File: config.mk
export PLATFORM = sky130hd
export DESIGN_NAME = wave_sdram_sched
export DESIGN_NICKNAME = d
export VERILOG_FILES = /design/src/rtl/wave_sched_pkg.sv /design/src/rtl/wave_sdram_sched_rr_arbiter.sv /design/src/rtl/wave_sdram_sched.sv
export SDC_FILE = /design/constraint.sdc
export NUM_CORES = 1
export LEC_CHECK = 0
export ABC_AREA = 1
export BUFFER_PORTS_ARGS = -buffer_cell sky130_fd_sc_hd__buf_2
export CAP_MARGIN = 25
export CORE_ASPECT_RATIO = 1.1
export CORE_MARGIN = 2
export CORE_UTILIZATION = 45
export CTS_BUF_LIST = sky130_fd_sc_hd__clkbuf_16
export CTS_CLUSTER_DIAMETER = 100
export DETAILED_ROUTE_END_ITERATION = 6
export GPL_TIMING_DRIVEN = 0
export PLACE_DENSITY_LB_ADDON = 0.3
export SYNTH_ARGS = -nofsm -noshare
export SYNTH_HDL_FRONTEND = slang
export SYNTH_SLANG_ARGS = --single-unit
File: constraint.sdc
create_clock -name clk -period 1.9 [get_ports clk]
set_clock_uncertainty 0.15 [all_clocks]
set_input_delay 0.285 -clock clk [delete_from_list [all_inputs] [get_ports clk]]
set_output_delay 0.285 -clock clk [all_outputs]
set_load 0.02 [all_outputs]
File: src/rtl/wave_sched_pkg.sv
// Shared types and default sizing for the wave/download SDRAM scheduler.
package wave_sched_pkg;

    localparam int DEF_NCH     = 4;
    localparam int DEF_CH_AW   = 20;
    localparam int DEF_SD_AW   = 25;
    localparam int DEF_TIMEOUT = 64;

    typedef enum logic {
        IDLE = 1'b0,
        WAIT = 1'b1
    } state_e;

    typedef enum logic {
        RD = 1'b0,
        WR = 1'b1
    } kind_e;

endpackage

File: src/rtl/wave_sdram_sched_rr_arbiter.sv
// Combinational round-robin pick: first requester after the last grant, wrapping modulo NCH.
module rr_arbiter #(
    parameter int NCH = 4
) (
    input  logic [NCH-1:0]         req,
    input  logic [$clog2(NCH)-1:0] last,
    output logic [$clog2(NCH)-1:0] grant,
    output logic                   valid
);

    localparam int PW = $clog2(NCH);

    always_comb begin
        grant = '0;
        valid = 1'b0;
        for (int i = 1; i <= NCH; i++) begin
            if (!valid && req[(int'(last) + i) % NCH]) begin
                valid = 1'b1;
                grant = PW'((int'(last) + i) % NCH);
            end
        end
    end

endmodule

File: src/rtl/wave_sdram_sched.sv
// Shares one SDRAM port between a buffered download writer (priority) and
// round-robin channel readers; one command in flight, guarded by a watchdog.
module wave_sdram_sched
    import wave_sched_pkg::*;
#(
    parameter int NCH     = DEF_NCH,
    parameter int CH_AW   = DEF_CH_AW,
    parameter int SD_AW   = DEF_SD_AW,
    parameter int TIMEOUT = DEF_TIMEOUT
) (
    input  logic                 clk,
    input  logic                 reset_n,
    input  logic                 dl_active,
    input  logic                 dl_wr,
    input  logic [SD_AW-1:0]     dl_addr,
    input  logic [7:0]           dl_data,
    output logic                 dl_wait,
    input  logic [NCH-1:0]       ch_req,
    input  logic [NCH*CH_AW-1:0] ch_addr,
    output logic [NCH-1:0]       ch_ack,
    output logic [15:0]          ch_data,
    output logic [SD_AW-1:0]     sd_addr,
    output logic                 sd_rd,
    output logic                 sd_we,
    output logic [7:0]           sd_din,
    input  logic [15:0]          sd_dout,
    input  logic                 sd_ack,
    output logic                 err
);

    localparam int PW = $clog2(NCH);
    localparam int CW = $clog2(TIMEOUT + 1);

    state_e           state_q, state_d;
    kind_e            kind_q, kind_d;
    logic [PW-1:0]    gnt_q, gnt_d, rr_q, rr_d;
    logic [CW-1:0]    cnt_q, cnt_d;
    logic             buf_full_q, buf_full_d;
    logic [SD_AW-1:0] buf_addr_q, buf_addr_d, sd_addr_q, sd_addr_d;
    logic [7:0]       buf_data_q, buf_data_d, sd_din_q, sd_din_d;
    logic             sd_rd_q, sd_rd_d, sd_we_q, sd_we_d;
    logic             err_q, err_d;
    logic [NCH-1:0]   ch_ack_q, ch_ack_d;
    logic [15:0]      ch_data_q, ch_data_d;
    logic [PW-1:0]    arb_grant;
    logic             arb_valid;
    logic [CH_AW-1:0] sel_addr;

    rr_arbiter #(.NCH(NCH)) u_arb (
        .req   (ch_req),
        .last  (rr_q),
        .grant (arb_grant),
        .valid (arb_valid)
    );

    assign sel_addr = ch_addr[int'(arb_grant)*CH_AW +: CH_AW];

    always_comb begin
        state_d    = state_q;
        kind_d     = kind_q;
        gnt_d      = gnt_q;
        rr_d       = rr_q;
        cnt_d      = cnt_q;
        buf_full_d = buf_full_q;
        buf_addr_d = buf_addr_q;
        buf_data_d = buf_data_q;
        sd_addr_d  = sd_addr_q;
        sd_din_d   = sd_din_q;
        err_d      = err_q;
        ch_data_d  = ch_data_q;
        sd_rd_d    = 1'b0;
        sd_we_d    = 1'b0;
        ch_ack_d   = '0;

        // A strobe into an occupied buffer is dropped and flagged.
        if (dl_wr) begin
            if (buf_full_q) begin
                err_d = 1'b1;
            end else begin
                buf_full_d = 1'b1;
                buf_addr_d = dl_addr;
                buf_data_d = dl_data;
            end
        end

        case (state_q)
            IDLE: begin
                if (buf_full_q) begin
                    sd_we_d   = 1'b1;
                    sd_addr_d = buf_addr_q;
                    sd_din_d  = buf_data_q;
                    kind_d    = WR;
                    cnt_d     = '0;
                    state_d   = WAIT;
                end else if (!dl_active && arb_valid) begin
                    sd_rd_d   = 1'b1;
                    sd_addr_d = {{(SD_AW-CH_AW){1'b0}}, sel_addr};
                    gnt_d     = arb_grant;
                    rr_d      = arb_grant;
                    kind_d    = RD;
                    cnt_d     = '0;
                    state_d   = WAIT;
                end
            end
            WAIT: begin
                cnt_d = cnt_q + 1'b1;
                // A timed-out read still acks so the channel never stalls; data reads as zero.
                if (sd_ack || cnt_q == CW'(TIMEOUT - 1)) begin
                    state_d = IDLE;
                    if (!sd_ack) err_d = 1'b1;
                    if (kind_q == RD) begin
                        ch_ack_d[gnt_q] = 1'b1;
                        ch_data_d       = sd_ack ? sd_dout : 16'h0000;
                    end else begin
                        buf_full_d = 1'b0;
                    end
                end
            end
            default: state_d = IDLE;
        endcase
    end

    always_ff @(posedge clk) begin
        if (!reset_n) begin
            state_q    <= IDLE;
            kind_q     <= RD;
            gnt_q      <= '0;
            rr_q       <= PW'(NCH - 1);
            cnt_q      <= '0;
            buf_full_q <= 1'b0;
            buf_addr_q <= '0;
            buf_data_q <= '0;
            sd_addr_q  <= '0;
            sd_din_q   <= '0;
            sd_rd_q    <= 1'b0;
            sd_we_q    <= 1'b0;
            err_q      <= 1'b0;
            ch_ack_q   <= '0;
            ch_data_q  <= '0;
        end else begin
            state_q    <= state_d;
            kind_q     <= kind_d;
            gnt_q      <= gnt_d;
            rr_q       <= rr_d;
            cnt_q      <= cnt_d;
            buf_full_q <= buf_full_d;
            buf_addr_q <= buf_addr_d;
            buf_data_q <= buf_data_d;
            sd_addr_q  <= sd_addr_d;
            sd_din_q   <= sd_din_d;
            sd_rd_q    <= sd_rd_d;
            sd_we_q    <= sd_we_d;
            err_q      <= err_d;
            ch_ack_q   <= ch_ack_d;
            ch_data_q  <= ch_data_d;
        end
    end

    assign dl_wait = buf_full_q;
    assign ch_ack  = ch_ack_q;
    assign ch_data = ch_data_q;
    assign sd_addr = sd_addr_q;
    assign sd_rd   = sd_rd_q;
    assign sd_we   = sd_we_q;
    assign sd_din  = sd_din_q;
    assign err     = err_q;

endmodule

==> results by group, run 1 <==
Floorplan
  – Full die area: around 12000 sq um
  – Number of I/O pins: 195
  – Die width: 106 microns
  – Area of the core: 11300 sq um
  – Vertical extent of the die: 117 microns
  – Starting density of the core: 0.458
  – Cell Rows: 41

Place
  – Number of buffer cells added on primary ports: 193
  – Placed wire-length estimate: between 10 and 15 mm
  – Weighted congestion reported at the end of routability-driven placement: 0.880

Status
  – Result of the run: finished, violations left
  – Failing checks: setup timing

Logic synthesis
  – Top_reg_cell synth: dfxtp_1
  – Most frequent cells after synthesis: 140 x nand2_1, 124 x inv_1, 103 x dfxtp_1, 90 x nand3_1, 85 x o21ai_0
  – Top post-synthesis cells by area: dfxtp_1 40%, nand2_1 10%, inv_1 9.0%
  – Post-synthesis instance total: around 770
  – Register bit count reported by yosys: 103
  – Average instance area after synthesis: 6.71 sq um
  – Seq/Total Area, Yosys: 0.397
  – Share of flip-flops with an asynchronous set or reset: 0
  – Count of flip-flops with a built-in enable after synthesis: 0
  – Count of distinct cell types in the synthesized netlist: 31
  – Fraction of post-synthesis cell area in the top cell type by area: 0.397
  – Cell type contributing the most total cell area after synthesis: dfxtp_1
  – Number of warnings reported in the yosys synthesis log: 0
  – Cell with the most instances after synthesis: nand2_1
  – Netlist area before placement: between 5000 and 6000 sq um
  – Synthesized Nets: 912

Global route
  – Antenna violations before repair: 3
  – Maximum number of pins on one net before global-route repair: 17
  – Remaining global-route overflow: 0
  – Number of global-route vias before repair: between 5k and 6k
  – Wire length of the first global-routing pass: ~24 mm
  – All-layer global routing usage: 0.241

STA
  – Share of the cycle needed by the critical path after routing: 1.11
  – Max Slew Vio Count: 0
  – Slew at the pin closest to its max-slew limit: 0.593 ns
  – Worst Slack Setup Final: -0.214 ns
  – Count of final hold-check violations: 0
  – Hold_ws: 0.0359 ns
  – Setup violations, final: 31
  – Highest attainable clock frequency: roughly 470 MHz
  – Headroom to the max-slew limit: 0.605
  – RSZ-0062 raised after global routing: true
  – Time the worst path needs with I/O delays and setup: 2.11 ns

Critical path
  – Crit path largest cell delay: 0.35 ns
  – Max FO, Critical Path: 10
  – Cell with the largest stage delay on the worst path: dfxtp_2
  – Worst EP required: 1.96 ns
  – Crit path arrival time: 2.17 ns
  – Category of the most critical setup path: register to register
  – CP endpoint kind: register
  – CP startpoint kind: register
  – Ordered list of cells on the worst path: buf_8, inv_8, nand2_4, nand2_4, nand2_1, nand2_2, buf_4, nor3_2, a21oi_4, buf_4, nand3_1, nand3_2, nand2_1, a21oi_1

Detailed routing
  – Per-cell via count in the routed design: 4.96
  – Number of routed nets with antenna violations: 0
  – Vias: 5696
  – Number of iterations in the first detailed-routing pass: 4
  – Residual DRC: 0
  – Count of routing violations after the opening detailed-route iteration: 405
  – Average routed wire per standard cell: 13.6 microns
  – Final Routed Wirelength: 15.6 mm

Clocking
  – # clock sinks: between 100 and 150
  – Hold buffers post-CTS: 0
  – H-tree lvl count: 3
  – TritonCTS clock tree: done
  – Later-pin clock latency in the skew report: approximately 0.35 ns
  – Clock transition at the register clock pins on the worst setup and hold paths after CTS: 0.07 ns
  – Clk Tree Root Cell: clkbuf_16
  – Longest Clk Path Bufs: 2
  – Clock buffers created by TritonCTS: 9

Cells and area
  – Area grow syn2layout: 37.8%
  – Nets: 1131
  – Fraction of layout cells with a size suffix above 1: 0.341
  – Number of fill cells: 1079

Min path
  – Type of the tightest min-delay check: input port to register

Flow run
  – Max-cap viol count: 0

Pwr
  – Total power draw: 0.00682 W
  – Worst supply voltage drop on vdd: 0.623 mV
  – Static power due to leakage: 3.66 nW
  – Power density over the cells: 954 nW/um^2
## critical path, delay by kind of cell, from the launching register on
family | cells | cell delay (ns)
compound gates | 2 | 0.17
simple gates | 8 | 0.80
buf+inv | 4 | 0.52
flops | 1 | 0.35
## state kept, by name (all words and copies together) (netlist names), 2 cells and up
register    cells
gnt_q           2
buf_addr_q     25
rr_q            2
buf_data_q      8
cnt_q           7
ch_ack          4
sd_din          8
ch_data        16
sd_addr        25
## cells in the final DEF, fill, tap and decap left out, drive strengths merged, types with 2 or more instances in the layout
| master | instances |
|---|---|
| buf | 230 |
| nand4 | 42 |
| o211ai | 2 |
| inv | 133 |
| nand3 | 94 |
| diode | 2 |
| o21ai | 85 |
| nor2 | 43 |
| dfxtp | 103 |
| clkbuf | 37 |
| a21oi | 59 |
| nor3 | 6 |
| clkinv | 4 |
| nand2 | 149 |
## per-layer routing
| metal | global-route usage | routed length, microns |
|---|---|---|
| met5 | 0 | 18 |
| met4 | 0.0947 | 299 |
| met3 | 0.0569 | 1270 |
| met2 | 0.431 | 7420 |
| met1 | 0.280 | 6570 |
## cell families after synthesis
logic type | Yosys count | share of synthesized area
AO/OA/AOI/OAI | 151 | 0.150
adder cells (fa/ha/maj) | 1 | 0.00241
buffers and inverters | 183 | 0.148
flip-flops | 103 | 0.397
AND/OR/NAND/NOR | 335 | 0.302
## area by class of cell
type                       count  area, sq um  area share
inverter                     131          507      0.0709
timing repair buffer         206         1080       0.150
timing repair inverter         1         6.26    0.000875
clock inverter                 6         36.3     0.00507
tap                          150          188      0.0262
antenna                        2         5.00    0.000700
clock buffer                   9          225      0.0315
buffer                        52          353      0.0493
multi-input combinational    488         2690       0.376
sequential                   103         2070       0.289
## worst paths after layout
check	from	to	slack, ns	depth (start not counted)
hold reg to reg	buf_addr_q[7]	buf_addr_q[7]	0.30	2
setup reg to reg	rr_q[0]	sd_addr[2]	-0.21	14
setup / recovery	rr_q[0]	sd_addr[2]	-0.21	14
hold / removal	dl_data[0]	buf_data_q[0]	0.04	3
## power breakdown
part           switching (W)  internal [W]
sequential         0.0000901       0.00234
combinational        0.00166       0.00109
clock               0.000780      0.000873
total                0.00253       0.00430
## stage by stage
stage	instance area [sq um]	util	cells	TNS, ns	worst slack, ns
4_1_cts	6820	0.602	1140	-3.17	-0.153
2_1_floorplan	5190	-	773	0	0.0497
5_1_grt	7150	0.630	1146	-8.64	-0.335
6_report	7150	0.631	1148	-4.60	-0.214
3_3_place_gp	6340	0.560	1116	-11.51	-0.353
3_5_place_dp	6340	0.560	1116	-12.95	-0.358
## what timing repair did
action,in CTS,in global routing
setup endpoints to repair,71,85
hold endpoints to repair,0,0
gates resized for setup,58,89
gates cloned,4,3
buffers inserted,5,3
pin swaps,8,22
No activity file was read; power rests on OpenSTA's default activity.
==> run 2: changes to the inputs <==
SETUP_SLACK_MARGIN = 0.05   (was not set)
==> results by group, run 2 (synthesis results as in run 1) <==
Cells and area
  – Most frequent cells in the layout: 198 x buf_2, 123 x inv_1, 111 x nand2_1, 99 x dfxtp_1, 78 x o21ai_0
  – Most common library cell in the layout ignoring fill and taps: buf_2
  – Nets: 1136 (+0.44%)
  – Fraction of layout cells with a size suffix above 1: 0.349 (+0.00794)
  – Number of fill cells: 1052 (-2.5%)
  – Final standard cell count with taps included and fillers excluded: 1157 (+0.78%)
  – Area grow syn2layout: 40.6%

Global route
  – All-layer global routing usage: 0.246 (+0.00439)
  – Maximum number of pins on one net before global-route repair: 18 (+1)
  – Wire length of the first global-routing pass: 24.3 mm (+1.8%)
  – Remaining global-route overflow: 0 (unchanged)
  – Antenna violations before repair: 4 (+1)
  – Number of global-route vias before repair: 5214 (+1.0%)

Critical path
  – Launch instance of the worst register-to-register path: rr_q[0]
  – Endpoint of the worst register-to-register path: sd_addr[18]
  – Crit path arrival time: 2.17 ns (about the same)
  – Number of cell instances on the worst register-to-register path: 15 (+1)
  – Category of the most critical setup path: register to register
  – Worst EP required: 1.96 ns (about the same)
  – CP startpoint kind: register
  – CP endpoint kind: register
  – Worst reg-to-reg setup slack: -0.20 ns (about the same)
  – Max FO, Critical Path: 9 (-1)

Status
  – Result of the run: finished, violations left
  – Failing checks: setup timing

STA
  – Time the worst path needs with I/O delays and setup: 2.10 ns (-0.00975 ns)
  – Hold_ws: 0.0420 ns (+0.00612 ns)
  – Highest attainable clock frequency: 475 MHz (+0.46%)
  – Setup violations, final: 31 (unchanged)
  – RSZ-0062 raised after global routing: true
  – Setup TNS Final: -4.82 ns (-0.212 ns)
  – Share of the cycle needed by the critical path after routing: 1.11 (-0.00513)
  – Headroom to the max-slew limit: 0.620 (+0.0153)
  – Max Slew Vio Count: 0 (unchanged)
  – Count of final hold-check violations: 0 (unchanged)
  – Worst Slack Setup Final: -0.204 ns (+0.00975 ns)
  – Slew at the pin closest to its max-slew limit: 0.570 ns (-0.0229 ns)

Detailed routing
  – Final Routed Wirelength: 15.9 mm (+2.3%)
  – Per-cell via count in the routed design: 4.97 (+0.25%)
  – Residual DRC: 0 (unchanged)
  – Count of routing violations after the opening detailed-route iteration: 302 (-25%)
  – Number of iterations in the first detailed-routing pass: 5 (+1)
  – Vias: 5755 (+1.0%)
  – Number of routed nets with antenna violations: 0 (unchanged)
  – Average routed wire per standard cell: 13.8 microns (+1.5%)

Floorplan
  – Die width: 106 microns (unchanged)
  – Starting density of the core: 0.458 (unchanged)
  – Full die area: 12400 sq um (unchanged)
  – Vertical extent of the die: 117 microns (unchanged)
  – Area of the core: 11300 sq um (unchanged)
  – Cell Rows: 41 (unchanged)
  – Number of I/O pins: 195 (unchanged)

Clocking
  – # clock sinks: 103 (unchanged)
  – TritonCTS clock tree: done
  – Clock transition at the register clock pins on the worst setup and hold paths after CTS: 0.07 ns (about the same)
  – Clock buffers created by TritonCTS: 9 (unchanged)
  – Later-pin clock latency in the skew report: 0.34 ns (about the same)
  – H-tree lvl count: 3 (unchanged)
  – Longest Clk Path Bufs: 2 (unchanged)
  – Clk Tree Root Cell: clkbuf_16

Place
  – Number of buffer cells added on primary ports: 193 (unchanged)
  – Placed wire-length estimate: 11.7 mm (+1.7%)
  – Weighted congestion reported at the end of routability-driven placement: 0.886 (+0.69%)
  – Placed instance count: 1116 (unchanged)

Min path
  – Startpoint of the lowest-slack hold path: dl_data[1]
  – Hold-critical path endpoint: buf_data_q[1]
  – Worst hold path depth: 3 (unchanged)
  – Type of the tightest min-delay check: input port to register

Pwr
  – Worst supply voltage drop on vdd: 0.624 mV (+0.21%)
  – Power density over the cells: 987 nW/um^2 (+3.4%)
  – Static power due to leakage: 3.70 nW (+0.93%)

Flow run
  – Max-cap viol count: 0 (unchanged)
-- run 2: cell count changes in the layout (fill, tap and decap cells not counted), moves of 3 or more --
| cell | delta |
|---|---|
| clkbuf_4 | -4 |
| buf_4 | +4 |
| nand2_1 | -4 |
| diode_2 | +3 |
| nand3_1 | +3 |
| clkinv_1 | -3 |
| nand2_2 | +4 |
| nand3_2 | -3 |
-- run 2: power breakdown --
group / leakage, nW / switching, W / internal, W / total [W]
logic: 2.69 / 0.00167 / 0.00112 / 0.00279
clock network: 0.158 / 0.000819 / 0.00116 / 0.00198
registers: 0.845 / 0.0000939 / 0.00234 / 0.00243
total: 3.70 / 0.00258 / 0.00462 / 0.00720
-- run 2: how the worst max path moves through the flow --
stage / end / cells after the start / startpoint
final: sd_addr[18] / 15 / rr_q[0]
after global routing: sd_addr[11] / 15 / rr_q[0]
after CTS: sd_addr[13] / 15 / rr_q[0]
after detailed placement: sd_addr[19] / 8 / dl_wait
after global placement: sd_addr[19] / 8 / dl_wait
after floorplan: sd_addr[18] / 14 / rr_q[0]
-- run 2: stage by stage --
step	area, sq um	total power (W)	utilization	worst slack (ns)
finish	7290	0.00720	0.643	-0.204
global route	7290	0.00760	0.643	-0.340
CTS	7000	0.00697	0.617	-0.183
detailed placement	6340	0.00466	0.560	-0.326
global placement	6340	0.00463	0.560	-0.323
floorplan	5190	0.00401	-	0.0649
-- run 2: layer usage --
layer,routed length [microns],share of wire,up-vias,track usage
li1,-,-,2968,-
met1,6670,0.42,2533,0.288
met2,7610,0.48,224,0.434
met3,1290,0.081,30,0.0681
met4,379,0.024,0,0.0851
met5,0,0,-,0
-- run 2: cell type report --
cell class	count	area (sq um)	share of cell area
Buffer	51	330	0.0453
Clock buffer	9	225	0.0309
Sequential cell	103	2070	0.283
Clock inverter	7	93.8	0.0129
Timing Repair Buffer	213	1170	0.160
Multi-Input combinational cell	488	2690	0.369
Tap cell	150	188	0.0257
Inverter	131	522	0.0715
Antenna cell	5	12.5	0.00172
-- run 2: timing repair --
action	CTS	global route
resized for setup	79	69
pin swaps	14	22
hold buffers	0	0
gates cloned	7	1
buffers inserted	8	5
setup endpoints to repair	81	86
hold endpoints to repair	0	0
-- run 2: worst max-delay path, stage by stage, from the launching register on --
cell and delay, ns:
dfxtp_2 0.34, buf_6 0.13, clkinv_8 0.07, nand2_2 0.08, nand2_4 0.07, nand2_4 0.09
nand2_4 0.07, nor2_4 0.10, nand3_4 0.16, nand3_4 0.19, buf_6 0.14, nand2_1 0.06
nand3_2 0.07, nand3_2 0.10, nand2_2 0.11, a21oi_2 0.04
==> run 3: changes to the inputs <==
CTS_CLUSTER_SIZE = 30   (was not set)
MAX_ROUTING_LAYER = met4   (was not set)
SETUP_SLACK_MARGIN = 0.3   (was 0.05)
==> results by group, run 3 (synthesis results as in run 1) <==
Status
  – Result of the run: finished, violations left
  – Failing checks: setup timing

Clocking
  – Clock buffers created by TritonCTS: 9 (unchanged)
  – H-tree lvl count: 3 (unchanged)
  – # clock sinks: 103 (unchanged)
  – Hold buffers post-CTS: 0 (unchanged)
  – Clock transition at the register clock pins on the worst setup and hold paths after CTS: 0.07 ns (about the same)
  – Longest Clk Path Bufs: 2 (unchanged)
  – Later-pin clock latency in the skew report: 0.35 ns (about the same)
  – Clk Tree Root Cell: clkbuf_16
  – TritonCTS clock tree: done

STA
  – Count of final hold-check violations: 0 (unchanged)
  – Max Slew Vio Count: 0 (unchanged)
  – Setup violations, final: 36 (+16%)
  – Worst Slack Setup Final: -0.229 ns (-0.0243 ns)
  – Headroom to the max-slew limit: 0.476 (-0.143)
  – Share of the cycle needed by the critical path after routing: 1.12 (+0.0128)
  – RSZ-0062 raised after global routing: true
  – Setup TNS Final: -5.30 ns (-0.488 ns)
  – Highest attainable clock frequency: 470 MHz (-1.1%)
  – Time the worst path needs with I/O delays and setup: 2.13 ns (+0.0243 ns)
  – Slew at the pin closest to its max-slew limit: 0.785 ns (+0.215 ns)
  – Hold_ws: 0.0257 ns (-0.0163 ns)

Min path
  – Startpoint of the lowest-slack hold path: sd_dout[10]
  – Hold-critical path endpoint: ch_data[10]
  – Type of the tightest min-delay check: input port to register
  – Worst hold path depth: 3 (unchanged)

Global route
  – Antenna violations before repair: 3 (-1)
  – Wire length of the first global-routing pass: 25.3 mm (+4.0%)
  – Most Used Layer, Global Route: met2
  – Number of global-route vias before repair: 5458 (+4.7%)
  – Maximum number of pins on one net before global-route repair: 18 (unchanged)
  – Remaining global-route overflow: 0 (unchanged)
  – GRT met1 Usage: 0.297 (+0.00950)
  – GR Util met3: 0.0558 (-0.0123)
  – Met2 demand-to-capacity share in global routing: 0.471 (+0.0368)
  – All-layer global routing usage: 0.265 (+0.0189)

Critical path
  – Cell with the largest stage delay on the worst path: dfxtp_2
  – CP endpoint kind: register
  – Worst EP required: 1.97 ns (about the same)
  – Launch instance of the worst register-to-register path: rr_q[0]
  – CP startpoint kind: register
  – Ordered list of cells on the worst path: buf_8, inv_8, nand2_2, nand2_4, nand2_2, nand2_4, inv_2, nand3_4, buf_2, nand4_1, nand3_2, nand3_1, nand2_1, a21oi_1
  – Max FO, Critical Path: 10 (+1)
  – Number of cell instances on the worst register-to-register path: 14 (-1)
  – Crit path largest cell delay: 0.34 ns (about the same)
  – Endpoint of the worst register-to-register path: sd_addr[12]
  – Crit path arrival time: 2.20 ns (+0.03 ns)
  – Worst reg-to-reg setup slack: -0.23 ns (-0.02 ns)
  – Category of the most critical setup path: register to register

Place
  – Weighted congestion reported at the end of routability-driven placement: 0.885 (about the same)
  – Placed wire-length estimate: 11.6 mm (-0.82%)
  – Placed instance count: 1116 (unchanged)
  – Number of buffer cells added on primary ports: 193 (unchanged)
  – Setup Slack @ Placement: -0.265 ns (+0.0610 ns)

Detailed routing
  – Count of routing violations after the opening detailed-route iteration: 316 (+4.6%)
  – Vias: 5881 (+2.2%)
  – Number of iterations in the first detailed-routing pass: 4 (-1)
  – Final Routed Wirelength: 17.1 mm (+7.2%)
  – Average routed wire per standard cell: 14.6 microns (+5.9%)
  – Number of routed nets with antenna violations: 0 (unchanged)
  – Residual DRC: 0 (unchanged)
  – Per-cell via count in the routed design: 5.02 (+0.97%)

Pwr
  – Clock Power Share: 0.238 (-0.037)
  – Worst supply voltage drop on vdd: 0.687 mV (+10%)
  – Switching share of power: 0.383 (+0.0252)
  – Register share of total power: 0.335 (-0.003)
  – Power share of the combinational group: 0.427 (+0.039)
  – Power density over the cells: 925 nW/um^2 (-6.3%)
  – Total power draw: 0.00729 W (+1.2%)
  – Static power due to leakage: 3.91 nW (+5.8%)
  – Switching power of the nets: 0.00279 W (+8.4%)
  – Int Power: 0.00449 W (-2.7%)

Cells and area
  – Area grow syn2layout: 51.8%
  – Most common library cell in the layout ignoring fill and taps: buf_2
  – Final standard cell count with taps included and fillers excluded: 1171 (+1.2%)
  – Most frequent cells in the layout: 196 x buf_2, 122 x inv_1, 97 x dfxtp_1, 90 x nand2_1, 57 x o21ai_0
  – Number of fill cells: 969 (-7.9%)
  – Fraction of layout cells with a size suffix above 1: 0.443 (+0.0942)
  – Nets: 1151 (+1.3%)

Floorplan
  – Area of the core: 11300 sq um (unchanged)
  – Die width: 106 microns (unchanged)
  – Starting density of the core: 0.458 (unchanged)
  – Vertical extent of the die: 117 microns (unchanged)
  – Cell Rows: 41 (unchanged)
  – Full die area: 12400 sq um (unchanged)
  – Number of I/O pins: 195 (unchanged)

Flow run
  – Max-cap viol count: 0 (unchanged)
-- run 3: worst max-delay path, delay by kind of cell (launching register included) --
kind	cells	cell delay, ns
AND/OR/NAND/NOR	9	0.91
buffers and inverters	4	0.51
flip-flops	1	0.34
AO/OA/AOI/OAI	1	0.06
-- run 3: layout make-up --
class | count | area (sq um) | area share
Multi-Input combinational cell | 488 | 3120 | 0.396
Buffer | 52 | 375 | 0.0476
Timing Repair Buffer | 226 | 1320 | 0.167
Clock inverter | 7 | 48.8 | 0.00619
Timing Repair inverter | 1 | 6.26 | 0.000794
Inverter | 131 | 519 | 0.0659
Antenna cell | 4 | 10.0 | 0.00127
Clock buffer | 9 | 225 | 0.0286
Tap cell | 150 | 188 | 0.0238
Sequential cell | 103 | 2070 | 0.263
-- run 3: power by group through the flow --
stage | Sequential (W) | Clock, W | Combinational (W)
2_1_floorplan | 0.00258 | 0 | 0.00147
3_3_place_gp | 0.00246 | 0 | 0.00221
3_5_place_dp | 0.00247 | 0 | 0.00223
4_1_cts | 0.00243 | 0.00175 | 0.00279
5_1_grt | 0.00246 | 0.00185 | 0.00338
6_report | 0.00244 | 0.00173 | 0.00311
-- run 3: worst max-delay path by stage --
stage / endpoint / startpoint / cells past startpoint / slack, ns
2_1_floorplan: gnt_q[0] / rr_q[0] / 13 / 0.10
3_3_place_gp: sd_addr[18] / dl_wait / 8 / -0.22
3_5_place_dp: sd_addr[19] / dl_wait / 8 / -0.27
4_1_cts: sd_addr[16] / rr_q[0] / 15 / -0.19
5_1_grt: sd_addr[17] / rr_q[0] / 14 / -0.34
6_report: sd_addr[12] / rr_q[0] / 14 / -0.23
-- run 3: metal layers --
layer	vias to the layer above	part of all wire
li1	2999	-
met1	2643	0.40
met2	217	0.51
met3	22	0.078
met4	0	0.017
met5	-	0
-- run 3: metrics by stage --
step | instance area (sq um) | utilization
5_1_grt | 7880 | 0.695
3_5_place_dp | 6400 | 0.564
2_1_floorplan | 5250 | -
3_3_place_gp | 6400 | 0.564
4_1_cts | 7320 | 0.646
6_report | 7880 | 0.695
-- run 3: timing repair --
action                     4_1_cts  5_1_grt
buffers inserted                15        6
resized for setup              130      139
pin swaps                       35       44
setup endpoints to repair       88       93
cloned                          11        3
hold endpoints to repair         0        0
